## src/rtl/pipe_pkg.sv

```systemverilog
// Shared types and default widths for the pipe_stage_buffer slice.
package pipe_pkg;

  typedef enum logic [1:0] {
    EMPTY = 2'd0,
    ONE   = 2'd1,
    FULL  = 2'd2
  } pipe_state_e;

  localparam int unsigned PIPE_DATA_W = 160;
  localparam int unsigned PIPE_CTRL_W = 16;
  localparam int unsigned PIPE_CNT_W  = 16;

  // Maps a buffer state onto the number of entries it holds.
  function automatic logic [1:0] state_occupancy(input pipe_state_e st);
    logic [1:0] occ;
    case (st)
      EMPTY:   occ = 2'd0;
      ONE:     occ = 2'd1;
      FULL:    occ = 2'd2;
      default: occ = 2'd0;
    endcase
    return occ;
  endfunction

endpackage

```

## src/rtl/pipe_sat_counter.sv

```systemverilog
// Saturating up-counter with synchronous clear; holds at all-ones.
module pipe_sat_counter #(
  parameter int unsigned CNT_W = 16
) (
  input  logic             clk,
  input  logic             rst_n,
  input  logic             inc,
  input  logic             clear,
  output logic [CNT_W-1:0] cnt
);

  localparam logic [CNT_W-1:0] CNT_ONE = {{(CNT_W-1){1'b0}}, 1'b1};
  localparam logic [CNT_W-1:0] CNT_MAX = {CNT_W{1'b1}};

  logic [CNT_W-1:0] cnt_q;
  logic [CNT_W-1:0] cnt_d;

  // Next count: clear wins, otherwise step unless already saturated.
  always_comb begin
    cnt_d = cnt_q;
    if (clear) begin
      cnt_d = {CNT_W{1'b0}};
    end else if (inc && (cnt_q != CNT_MAX)) begin
      cnt_d = cnt_q + CNT_ONE;
    end else begin
      cnt_d = cnt_q;
    end
  end

  // Count register.
  always_ff @(posedge clk or negedge rst_n) begin
    if (!rst_n) begin
      cnt_q <= {CNT_W{1'b0}};
    end else begin
      cnt_q <= cnt_d;
    end
  end

  assign cnt = cnt_q;

endmodule

```

## src/rtl/pipe_stage_buffer.sv

```systemverilog
// Two-entry skid buffer between pipeline stages (head + skid register).
// Define PIPE_STAGE_PERF_EN to add the stall_cnt/flush_cnt performance counters.
module pipe_stage_buffer
  import pipe_pkg::*;
#(
  parameter int unsigned DATA_W              = PIPE_DATA_W,
  parameter int unsigned CTRL_W              = PIPE_CTRL_W,
  parameter bit          CLEAR_DATA_ON_FLUSH = 1'b1,
  parameter int unsigned CNT_W               = PIPE_CNT_W
) (
  input  logic              clk,
  input  logic              rst_n,
  input  logic              flush,
  input  logic              in_valid,
  output logic              in_ready,
  input  logic [DATA_W-1:0] in_data,
  input  logic [CTRL_W-1:0] in_ctrl,
  output logic              out_valid,
  input  logic              out_ready,
  output logic [DATA_W-1:0] out_data,
  output logic [CTRL_W-1:0] out_ctrl,
`ifdef PIPE_STAGE_PERF_EN
  output logic [CNT_W-1:0]  stall_cnt,
  output logic [CNT_W-1:0]  flush_cnt,
`endif
  output logic [1:0]        occupancy
);

  pipe_state_e       state_q, state_d;
  logic [DATA_W-1:0] head_data_q, head_data_d;
  logic [DATA_W-1:0] skid_data_q, skid_data_d;
  logic [CTRL_W-1:0] head_ctrl_q, head_ctrl_d;
  logic [CTRL_W-1:0] skid_ctrl_q, skid_ctrl_d;
  logic              in_ready_q, in_ready_d;
  logic              push_s;
  logic              pop_s;

  assign push_s = in_valid & in_ready_q;
  assign pop_s  = (state_q != EMPTY) & out_ready;

  // Next state and storage; the head ctrl is zeroed whenever the buffer drains so out_ctrl reads as a bubble.
  always_comb begin
    state_d     = state_q;
    head_data_d = head_data_q;
    skid_data_d = skid_data_q;
    head_ctrl_d = head_ctrl_q;
    skid_ctrl_d = skid_ctrl_q;
    if (flush) begin
      state_d     = EMPTY;
      head_ctrl_d = {CTRL_W{1'b0}};
      skid_ctrl_d = {CTRL_W{1'b0}};
      if (CLEAR_DATA_ON_FLUSH) begin
        head_data_d = {DATA_W{1'b0}};
        skid_data_d = {DATA_W{1'b0}};
      end else begin
        head_data_d = head_data_q;
        skid_data_d = skid_data_q;
      end
    end else begin
      case (state_q)
        EMPTY: begin
          if (push_s) begin
            state_d     = ONE;
            head_data_d = in_data;
            head_ctrl_d = in_ctrl;
          end else begin
            state_d = EMPTY;
          end
        end
        ONE: begin
          if (push_s && pop_s) begin
            state_d     = ONE;
            head_data_d = in_data;
            head_ctrl_d = in_ctrl;
          end else if (push_s) begin
            state_d     = FULL;
            skid_data_d = in_data;
            skid_ctrl_d = in_ctrl;
          end else if (pop_s) begin
            state_d     = EMPTY;
            head_ctrl_d = {CTRL_W{1'b0}};
          end else begin
            state_d = ONE;
          end
        end
        FULL: begin
          if (pop_s) begin
            state_d     = ONE;
            head_data_d = skid_data_q;
            head_ctrl_d = skid_ctrl_q;
            skid_ctrl_d = {CTRL_W{1'b0}};
          end else begin
            state_d = FULL;
          end
        end
        default: begin
          state_d     = EMPTY;
          head_ctrl_d = {CTRL_W{1'b0}};
          skid_ctrl_d = {CTRL_W{1'b0}};
        end
      endcase
    end
    in_ready_d = (state_d != FULL);
  end

  // State, storage and registered in_ready.
  always_ff @(posedge clk or negedge rst_n) begin
    if (!rst_n) begin
      state_q     <= EMPTY;
      head_data_q <= {DATA_W{1'b0}};
      skid_data_q <= {DATA_W{1'b0}};
      head_ctrl_q <= {CTRL_W{1'b0}};
      skid_ctrl_q <= {CTRL_W{1'b0}};
      in_ready_q  <= 1'b1;
    end else begin
      state_q     <= state_d;
      head_data_q <= head_data_d;
      skid_data_q <= skid_data_d;
      head_ctrl_q <= head_ctrl_d;
      skid_ctrl_q <= skid_ctrl_d;
      in_ready_q  <= in_ready_d;
    end
  end

  assign in_ready  = in_ready_q;
  assign out_valid = (state_q != EMPTY);
  assign out_data  = head_data_q;
  assign out_ctrl  = head_ctrl_q;
  assign occupancy = state_occupancy(state_q);

`ifdef PIPE_STAGE_PERF_EN
  logic stall_inc_s;
  logic flush_inc_s;

  assign stall_inc_s = out_valid & ~out_ready;
  assign flush_inc_s = flush & (state_q != EMPTY);

  pipe_sat_counter #(.CNT_W(CNT_W)) u_stall_cnt (
    .clk   (clk),
    .rst_n (rst_n),
    .inc   (stall_inc_s),
    .clear (1'b0),
    .cnt   (stall_cnt)
  );

  pipe_sat_counter #(.CNT_W(CNT_W)) u_flush_cnt (
    .clk   (clk),
    .rst_n (rst_n),
    .inc   (flush_inc_s),
    .clear (1'b0),
    .cnt   (flush_cnt)
  );
`else
`endif

endmodule

```

## config.mk

```make
export PLATFORM = sky130hd
export DESIGN_NAME = pipe_stage_buffer
export DESIGN_NICKNAME = d
export VERILOG_FILES = /design/src/rtl/pipe_pkg.sv /design/src/rtl/pipe_sat_counter.sv /design/src/rtl/pipe_stage_buffer.sv
export SDC_FILE = /design/constraint.sdc
export NUM_CORES = 1
export LEC_CHECK = 0
export ABC_AREA = 1
export BUFFER_PORTS_ARGS = -buffer_cell sky130_fd_sc_hd__buf_2
export CAP_MARGIN = 20
export CELL_PAD_IN_SITES_DETAIL_PLACEMENT = 0
export CELL_PAD_IN_SITES_GLOBAL_PLACEMENT = 1
export CORE_ASPECT_RATIO = 2
export CORE_UTILIZATION = 43
export DETAILED_ROUTE_END_ITERATION = 10
export GPL_ROUTABILITY_DRIVEN = 0
export GPL_TIMING_DRIVEN = 0
export PLACE_DENSITY_LB_ADDON = 0.12
export REMOVE_ABC_BUFFERS = 1
export SETUP_SLACK_MARGIN = 0.02
export SLEW_MARGIN = 10
export SYNTH_ARGS = -nofsm -noshare
export SYNTH_HDL_FRONTEND = slang
export SYNTH_SLANG_ARGS = --single-unit
```

## constraint.sdc

```tcl
create_clock -name clk -period 5 [get_ports clk]
set_input_delay 0.25 -clock clk [delete_from_list [all_inputs] [get_ports clk]]
set_output_delay 0.25 -clock clk [all_outputs]
set_load 0.02 [all_outputs]
```

==> impl_metrics.csv <==
group,metric,value,unit
status,status,"completed",
placed_design,port_buffers,360,
pwr,p_seq_share,44.3,%
die,dieArea,39200,sq um
layout,post-route-util,57.0,%
pwr,ir_worst_vdd,317,uV
critical_path,regToRegSetupSlack,1290,ps
timing,period_minus_slack,3710,ps
global_routing,grt_pass1_wl,87600,um
layout,n_fill_cell,3609,
critical_path,path_buf_inv,4,
die,io_pins,361,
min_path,hp-class,"in -> reg",
timing,tightest_slew,1080,ps
timing,skew,14.3,ps
cts,cts_buffer_depth,3,
cts,cts.sinks,355,
timing,clock.fmax,270,MHz
critical_path,crit_slowest_cell,"dfrtp_1",
pwr,p_switching,2.31,mW
cts,cts_tree,"built",
detailed_routing,routed_wl,54500,um
critical_path,crit_family,"simple AND/OR/NAND/NOR gates",
global_routing,grt_usage,28.1,%
critical_path,r2r-start,"state_q[0]",
critical_path,critical_path_class,"reg -> reg",
pwr,swShare,31.2,%
timing,rsz0062_at_grt,"no",
critical_path,endpoint,"out_ctrl[14]",
synthesis,synth.distinct_cells,20,
layout,drive_gt1_share,17.4,%
synthesis,yosys.area_share.simple,35.3,%
run,drv_cap,0,
cts,clkTransAtPathRegs,70,ps
timing,hold_violations,0,
detailed_routing,wire_per_inst,17.7,um
min_path,min_from,"in_ctrl[3]",
critical_path,end_kind,"flip-flop",
pwr,power_density,342,nW/um^2
layout,final_common_cell,"nand2_1",
critical_path,cpMostUsedCell,"nand2_1",
synthesis,synth_compound_gate_area_share,6.01,%
synthesis,synth_area,16500,sq um
die,die_w,141,um
cts,clkLatencyLatePin,530,ps
layout,synthToLayoutAreaGrowth,30.9,%
cts,post-cts-setup-buffer-count,0,
critical_path,arrival,4170,ps
die,initial_core_util,43.5,%
die,fp-row-count,101,
critical_path,cp-startpoint,"state_q[0]",
critical_path,r2r-end,"out_ctrl[14]",
cts,cts_max_level,2,
die,die_h,279,um
layout,fin_nets,2764,
critical_path,crit_fanout,30,
pwr,share_comb_of_total_power,20.5,%
synthesis,avgSynthCellArea,7.63,sq um
pwr,leakage,11.8,nW
detailed_routing,vias_per_cell,5.34,
synthesis,synth_top_family_by_area,"simple AND/OR/NAND/NOR gates",
synthesis,syn_inst,2165,
critical_path,r2r_cells,12,
layout,final_cell_mix,"nand2_1 (1049), buf_2 (358), nand3_1 (357)",
synthesis,synth_xor_area_share,0,%
timing,relSlewSlack,28.1,%
global_routing,grt_max_degree,107,
critical_path,startpoint_type,"flip-flop",
timing,slew_viol_final,0,
placed_design,hpwl,31900,um
pwr,p_int,5.08,mW
synthesis,synthMuxAreaShare,0,%
pwr,p_clk_share,35.2,%
synthesis,yosys_warnings,0,
layout,design_area,21600,sq um
global_routing,grt-ovfl-total,0,
detailed_routing,drc,0,
timing,finalSetupViolCount,0,
placed_design,dpl_cell_area,18900,sq um
critical_path,crit_path_max_incr_delay,750,ps
detailed_routing,drt_iter0_drc,1112,
global_routing,antenna_found_initial,4,
die,core_area,37900,sq um
cts,numCtsBuffers,36,
cts,root_buffer,"clkbuf_16",
timing,period_share,74.1,%
critical_path,required,5460,ps
critical_path,critical_path_depth,12,
critical_path,cp_cell_sequence,"o21ai_1 > inv_1 > ha_1 > inv_1 > nand2_2 > nor2_4 > buf_16 > buf_12 > o21ai_0 > nand2_1 > nand2_1 > nand2_1",
synthesis,yosys.area_share.adder,0.152,%
detailed_routing,dr.pass1.iters,8,
global_routing,grt_pass1_vias,16200,
synthesis,seq_area_frac_synth,53.8,%
cts,cts_resized,0,
synthesis,yosys_register_bits,355,
detailed_routing,vias,16400,
detailed_routing,antenna_left,0,
==> per-layer routing <==
layer	GRT usage (%)	vias to the layer above	routed length, um
met1	34.7	7942	22100
met3	4.78	87	3410
met5	0	-	0
met4	9.73	0	1600
li1	-	7777	-
met2	49.2	590	27400
==> per-stage QoR <==
step	instances	hold WS, ps	worst slack [ps]	power [mW]	TNS, ps
floorplan	1994	-45.6	-2670	4.04	-776210
global route	3071	33.7	992	7.72	0
global placement	2817	457	-11920	4.70	-5019820
detailed placement	2844	302	1310	4.74	0
CTS	3067	5.31	1280	7.47	0
finish	3071	18.6	1290	7.39	0
==> power groups by stage <==
stage | logic [mW] | clock network (mW) | registers (mW)
finish | 1.52 | 2.60 | 3.27
global route | 1.66 | 2.77 | 3.30
CTS | 1.53 | 2.67 | 3.27
detailed placement | 1.42 | 0 | 3.32
global placement | 1.39 | 0 | 3.32
floorplan | 0.522 | 0 | 3.51
==> repair_timing <==
item	4_1_cts	5_1_grt
endpoints found under the hold margin	244	0
hold buffers	162	0
setup endpoints to repair	0	0
==> worst min-delay path: cells and delay by family <==
kind,cells,cell delay [ps]
simple gates,1,60
buf+inv,1,100
compound gates,1,80
==> synth_stat cells (all sizes together) <==
| library cell | count | area [sq um] |
|---|---|---|
| nand3 | 358 | 1790 |
| nor2 | 14 | 75.1 |
| dfstp | 1 | 26.3 |
| nand2 | 1052 | 3950 |
| a21oi | 178 | 891 |
| clkbuf | 84 | 315 |
| o22ai | 1 | 6.26 |
| inv | 14 | 52.6 |
| ha | 2 | 25.0 |
| buf | 87 | 412 |
| o21ai | 19 | 95.1 |
| nand4 | 1 | 6.26 |
| dfrtp | 354 | 8860 |
==> kinds of logic after synthesis <==
logic type,count (synthesis)
simple gates,1425
compound gates,198
flops,355
fa+ha+maj,2
buf+inv,185
==> how the worst min path moves through the flow <==
stage                      endpoint  cells past startpoint
detailed placement    out_data[103]                      1
CTS                 skid_ctrl_q[14]                      3
floorplan               out_ctrl[0]                      0
global route         skid_ctrl_q[2]                      3
global placement       out_data[28]                      2
finish               skid_ctrl_q[3]                      3
==> registers in the layout (all words and copies together) (netlist names) <==
signal and count:
skid_data_q 160, out_data 160, out_ctrl 16, state_q 2, in_ready 1, skid_ctrl_q 16
==> area by class of cell <==
class / count / area [sq um] / share of cell area, %
Antenna cell: 4 / 10.0 / 0.0463
Inverter: 14 / 67.6 / 0.313
Tap cell: 463 / 579 / 2.68
Clock buffer: 55 / 1050 / 4.88
Multi-Input combinational cell: 1625 / 6890 / 31.9
Sequential cell: 355 / 8880 / 41.1
Timing Repair Buffer: 549 / 4090 / 18.9
Clock inverter: 6 / 36.3 / 0.168
No activity file was read; power rests on OpenSTA's default activity.
